`src/rtl/multdiv_sequencer.sv`:
```
// Sequences the multi-cycle mult/div unit beside X: latch op, pulse start, stall while it iterates,
// then present a one-cycle writeback for XM. A watchdog ends the op if the unit never reports ready.
module multdiv_sequencer #(
    parameter int DATA_W     = 32,
    parameter int REG_W      = 5,
    parameter int MAX_CYCLES = 40
) (
    input  logic              clock_i,
    input  logic              reset_i,
    input  logic              x_is_mult_i,
    input  logic              x_is_div_i,
    input  logic [DATA_W-1:0] x_operand_a_i,
    input  logic [DATA_W-1:0] x_operand_b_i,
    input  logic [REG_W-1:0]  x_rd_i,
    output logic              md_ctrl_mult_o,
    output logic              md_ctrl_div_o,
    output logic [DATA_W-1:0] md_operand_a_o,
    output logic [DATA_W-1:0] md_operand_b_o,
    input  logic [DATA_W-1:0] md_result_i,
    input  logic              md_exception_i,
    input  logic              md_result_rdy_i,
    output logic              stall_o,
    output logic              wb_valid_o,
    output logic [REG_W-1:0]  wb_rd_o,
    output logic [DATA_W-1:0] wb_data_o,
    output logic              wb_exception_o,
    output logic              timeout_o
);

    localparam int                CNT_W    = (MAX_CYCLES > 2) ? $clog2(MAX_CYCLES) : 1;
    localparam logic [CNT_W-1:0]  CNT_LAST = CNT_W'(MAX_CYCLES - 1);

    typedef enum logic [1:0] {
        S_IDLE  = 2'd0,
        S_START = 2'd1,
        S_WAIT  = 2'd2,
        S_DONE  = 2'd3
    } state_e;

    state_e              state_q;
    logic [CNT_W-1:0]    cnt_q;
    logic [REG_W-1:0]    rd_q;
    logic [DATA_W-1:0]   opa_q;
    logic [DATA_W-1:0]   opb_q;
    logic                ctrl_mult_q;
    logic                ctrl_div_q;
    logic                wb_valid_q;
    logic [REG_W-1:0]    wb_rd_q;
    logic [DATA_W-1:0]   wb_data_q;
    logic                wb_exc_q;
    logic                timeout_q;

    logic                req;
    logic                rd_nonzero;

    assign req        = x_is_mult_i | x_is_div_i;
    assign rd_nonzero = (rd_q != '0);

    always_ff @(posedge clock_i) begin
        if (reset_i) begin
            state_q     <= S_IDLE;
            cnt_q       <= '0;
            rd_q        <= '0;
            opa_q       <= '0;
            opb_q       <= '0;
            ctrl_mult_q <= 1'b0;
            ctrl_div_q  <= 1'b0;
            wb_valid_q  <= 1'b0;
            wb_rd_q     <= '0;
            wb_data_q   <= '0;
            wb_exc_q    <= 1'b0;
            timeout_q   <= 1'b0;
        end else begin
            // Start pulse and writeback fields live for exactly one cycle.
            ctrl_mult_q <= 1'b0;
            ctrl_div_q  <= 1'b0;
            wb_valid_q  <= 1'b0;
            wb_rd_q     <= '0;
            wb_data_q   <= '0;
            wb_exc_q    <= 1'b0;
            timeout_q   <= 1'b0;
            case (state_q)
                S_IDLE: begin
                    if (req) begin
                        opa_q       <= x_operand_a_i;
                        opb_q       <= x_operand_b_i;
                        rd_q        <= x_rd_i;
                        ctrl_mult_q <= x_is_mult_i;
                        ctrl_div_q  <= ~x_is_mult_i;
                        state_q     <= S_START;
                    end
                end
                S_START: begin
                    // Any rdy seen here belongs to a previous op and is ignored.
                    cnt_q   <= '0;
                    state_q <= S_WAIT;
                end
                S_WAIT: begin
                    if (md_result_rdy_i) begin
                        wb_valid_q <= rd_nonzero;
                        wb_rd_q    <= rd_q;
                        wb_data_q  <= md_exception_i ? '0 : md_result_i;
                        wb_exc_q   <= md_exception_i;
                        state_q    <= S_DONE;
                    end else if (cnt_q == CNT_LAST) begin
                        wb_valid_q <= rd_nonzero;
                        wb_rd_q    <= rd_q;
                        wb_exc_q   <= 1'b1;
                        timeout_q  <= 1'b1;
                        state_q    <= S_DONE;
                    end else begin
                        cnt_q <= cnt_q + CNT_W'(1);
                    end
                end
                S_DONE: begin
                    // The finishing instruction is still in X; its request must not restart us.
                    state_q <= S_IDLE;
                end
                default: begin
                    state_q <= S_IDLE;
                end
            endcase
        end
    end

    assign stall_o = ((state_q == S_IDLE) & req) | (state_q == S_START) | (state_q == S_WAIT);

    assign md_ctrl_mult_o = ctrl_mult_q;
    assign md_ctrl_div_o  = ctrl_div_q;
    assign md_operand_a_o = opa_q;
    assign md_operand_b_o = opb_q;
    assign wb_valid_o     = wb_valid_q;
    assign wb_rd_o        = wb_rd_q;
    assign wb_data_o      = wb_data_q;
    assign wb_exception_o = wb_exc_q;
    assign timeout_o      = timeout_q;

endmodule
```
`config.mk`:
```
export PLATFORM = sky130hd
export DESIGN_NAME = multdiv_sequencer
export DESIGN_NICKNAME = d
export VERILOG_FILES = /design/src/rtl/multdiv_sequencer.sv
export SDC_FILE = /design/constraint.sdc
export NUM_CORES = 1
export LEC_CHECK = 0
export CORE_MARGIN = 4
export CORE_UTILIZATION = 30
export DETAILED_ROUTE_END_ITERATION = 6
export GPL_TIMING_DRIVEN = 0
export PLACE_DENSITY = 0.69
export SYNTH_ARGS = -nofsm -noshare
export SYNTH_HDL_FRONTEND = slang
export SYNTH_SLANG_ARGS = --single-unit
```
`constraint.sdc`:
```
create_clock -name clock_i -period 3 [get_ports clock_i]
set_input_delay 0.45 -clock clock_i [delete_from_list [all_inputs] [get_ports clock_i]]
set_output_delay 0.45 -clock clock_i [all_outputs]
set_load 0.02 [all_outputs]
```
Yosys cells after proc, flatten, opt, wreduce, memory -nomap -nowiden. Cells that the tools add are included. Widths: inputs -> output; s select.

Add/subtract/negate cells: 1. Equality and inequality tests: 8. Muxes and demuxes: 13. Bitwise operators: 9. Reduce and logical (&&, ||, !) cells: 10.

Operators with widths (count): $mux 6 (2); $pmux 6 s2 (1); $mux 5 (2); $pmux 2 s4 (1); $add 6x1->6 const B (1); $eq 6x6->1 const B (1); $mux 2 (3); $ne 2x2->1 const B (3); $reduce_or 3->1 (2); $not 1->1 (5); $reduce_bool 5->1 (1); $eq 2x2->1 const B (2); $mux 1 (4); $reduce_and 2->1 (2); $reduce_or 4->1 (1); $ne 3x3->1 const B (1); $or 1x1->1 (3); $reduce_and 3->1 (1); $eq 2x1->1 const B (1); $logic_not 2->1 (1); $reduce_bool 2->1 (1); $reduce_or 2->1 (1); $and 1x1->1 (1).

Register bits: 119. Bits of input ports: 107. Output and inout port bits: 107. Logic and storage cells: 53.

Longest topological paths before layout.
Depth after elaboration: 4. Depth in mapped cells: 7. Gate-level depth less buffers: 5.

Worst setup path before layout. Ideal clock, no wire load.

Kind: reg-to-output. Start point: register state_q[0]. End point: output stall_o. Arrival: 1482 ps. Setup slack: 1068 ps. Cell stages (with the launch flop): 7. Buffers on the path: 2. Cells stage by stage: dfxtp_1 > inv_1 > ha_1 > nor2b_1 > buf_2 > buf_2 > or3_1.

Cells in the longest elaborated chain, start to end: 4. Elaborated cells on any way between the ends: 6.

Ends and longest elaborated chain: start, declared (RTL line 40) `state_e state_q;`; start signal, assigned (RTL line 61) `state_q <= S_IDLE;`; start signal, assigned (RTL line 90) `state_q <= S_START;`; start signal, assigned (RTL line 96) `state_q <= S_WAIT;`; $logic_not 2->1 (RTL line 126) `assign stall_o = ((state_q == S_IDLE) & req) | (state_q == S_START) | (state_q == S_WAIT);`; $and 1x1->1 (RTL line 126); $or 1x1->1 (RTL line 126); $or 1x1->1 (*) (RTL line 126); end, declared (RTL line 22) `output logic stall_o,`.

Mark *: on every way between the ends. The rest lies on a longest branch, timed or not.

Worst setup path after layout.
Start point: register state_q[1]. End point: output stall_o.

The elaborated chain is that of the path after synthesis.

==> metrics.txt <==
hold depth 3; Least-Margin Pin Slew around 480 ps; DRT antenna net count 0; TritonCTS clock tree built; area delta synth->final 72.6%; Row Count between 40 and 50; most common cell in the netlist nand2_1; setup bufs post-CTS 0; clk_lat worst skew just over 400 ps; Synth top area share 0.584; number of global-route vias before repair between 3000 and 4000; DP HPWL around 9.4 mm; setup TNS 0 ps; clk sinks 119; DR WL/cell between 10 and 15 µm; required time worst endpoint approximately 2600 ps; Slew HR 0.683; leading post-synthesis cells by cell area dfxtp_1 (58%), nand2_1 (13%), a21oi_1 (8.5%); Initial Util 0.307; Final Cycle Share 0.912; unrepaired setup endpoints after global routing false; Reg clk slew, reported paths 50 ps; DIE HEIGHT 125 µm; DRC 0; width of the chip about 120 µm; r2r worst-path depth 6; final hold slack between 300 and 400 ps; CP startpoint kind flop; crit-path max FO 10; Boundary Pins 214; vias per cell 4.51; max cap viols 0; pwr dens between 800 and 900 mW/mm²; H-tree depth 4; DRT iter0 DRCs between 100 and 150; RePlAce Congestion between 0.7 and 0.8; P_leak around 2.7 nW; DP Worst Slack 84.2 ps; die area around 0.016 mm²; CTS max path bufs 2; Final Hold Fails 0; Yosys top cell by area dfxtp_1; Yosys warning total 0; initial antenna violation count 0; ys async rst share 0; # hold bufs at CTS 0; Hold WC Path Type primary input to flop; Synth Flop Type dfxtp_1; Syn Area/Cell 8.98 µm²; pin count of the biggest net entering global routing 17; Post-synth EDFFs 0; fmax approximately 0.37 GHz; Post-Syn Nets ~570; maximum VDD drop about 0.4 mV; DR pass1 iterations 5; final WL about 12 mm; Setup Crit Path Kind flop to primary output; register area share after synthesis 0.584; Final Net Count between 700 and 800; Finish-stage setup viols 0; core area between 0.01 and 0.015 mm²; vias post-DR roughly 3900; Worst Setup End Kind primary output; total congestion overflow 0; final setup margin between 200 and 300 ps; Slew Limit Fails 0; ratio of cells with drive above 1 in the final layout 0.0774; # diodes 0; min cycle time layout about 2700 ps; final clock skew a little over 6 ps; Post-synth top cells nand2_1 (146), dfxtp_1 (119), a21oi_1 (69); first-pass GRT wire length approximately 20 mm; status finished, final reports clean; Unique masters post-synth 34; synthesized cell area 0.00408 mm²; IO buf count between 200 and 250; GR Util All Layers 0.160; Critical Path AT 2290 ps; root buffer cell clkbuf_16; FF+latch count, synth ~120; cell count after synthesis 454; CTS Buf Count 17
final timing paths:
check                          from                end  slack, ps
setup / recovery         state_q[1]            stall_o        260
hold reg to reg   md_operand_b_o[5]  md_operand_b_o[5]        450
setup reg to reg         state_q[1]            rd_q[4]       1290
hold / removal              reset_i         state_q[1]        360
stage by stage:
step | total power [W] | util | area [µm²] | cells
after detailed placement | 0.00381 | 0.483 | 6420 | 842
after global routing | 0.00616 | 0.529 | 7040 | 874
final | 0.00581 | 0.529 | 7040 | 874
after global placement | 0.00375 | 0.483 | 6420 | 842
after CTS | 0.00590 | 0.529 | 7040 | 874
after floorplan | 0.00296 | - | 4080 | 454
cell usage in the layout (no fill, tap or decap), types with 3 or more instances in the layout:
| cell | count |
|---|---|
| or3_1 | 3 |
| nand3_1 | 5 |
| nor2_1 | 4 |
| ha_1 | 5 |
| bufinv_16 | 3 |
| clkinvlp_4 | 4 |
| o21a_1 | 3 |
| clkbuf_16 | 17 |
| clkbuf_8 | 3 |
| a21oi_1 | 69 |
| buf_6 | 3 |
| and2_1 | 37 |
| nor2b_1 | 4 |
| nor3_1 | 3 |
| buf_2 | 12 |
| nand2_1 | 146 |
| dfxtp_1 | 119 |
| clkdlybuf4s50_1 | 211 |
| clkbuf_1 | 15 |
flip-flops by register name, summed over array words and instances, names as in the netlist, 2 cells and up:
| register | flops |
|---|---|
| md_operand_a_o | 32 |
| rd_q | 5 |
| cnt_q | 6 |
| wb_data_o | 32 |
| state_q | 2 |
| md_operand_b_o | 32 |
| wb_rd_o | 5 |
report_power, final:
group          total, W  internal [W]  leakage (nW)  switching [W]
clock           0.00207       0.00137         0.291       0.000702
sequential      0.00194       0.00182         0.972       0.000120
combinational   0.00180      0.000774          1.43        0.00102
total           0.00581       0.00397          2.70        0.00185
worst max-delay path: stages (launching register included):
cell           delay [ps]
dfxtp_1               360
inv_1                  90
ha_1                  260
nor2b_1               150
buf_2                 170
buf_2                 200
or3_1                 310
dlygate4sd2_1         340
layer usage:
metal	up-vias	part of all wire	track usage
li1	1939	-	-
met1	1826	0.39	0.173
met2	165	0.49	0.264
met3	14	0.11	0.0853
met4	0	0.015	0.0606
met5	-	0	0
timing repair:
item / CTS / global route
setup endpoints to repair: 1 / 0
hold endpoints to repair: 0 / 0
resized for setup: 1 / 0
final cells by class:
| type | instances | area, µm² |
|---|---|---|
| clock buffers | 21 | 470 |
| clock inverters | 11 | 148 |
| well taps | 176 | 220 |
| fillers | 1202 | 6260 |
| inverters | 2 | 7.51 |
| multi-input cells | 304 | 1540 |
| flip-flops and latches | 119 | 2380 |
| plain buffers | 29 | 146 |
| repair buffers | 212 | 2120 |
cell families after synthesis:
family	count (synthesis)	synth area share
and+or+nand+nor	213	0.242
DFF	119	0.584
AOI/OAI and AO/OA	84	0.116
buffers and inverters	31	0.0378
adders and majority gates	5	0.0153
muxes	2	0.00491
Note: power is estimated with default switching activity, not from simulation.
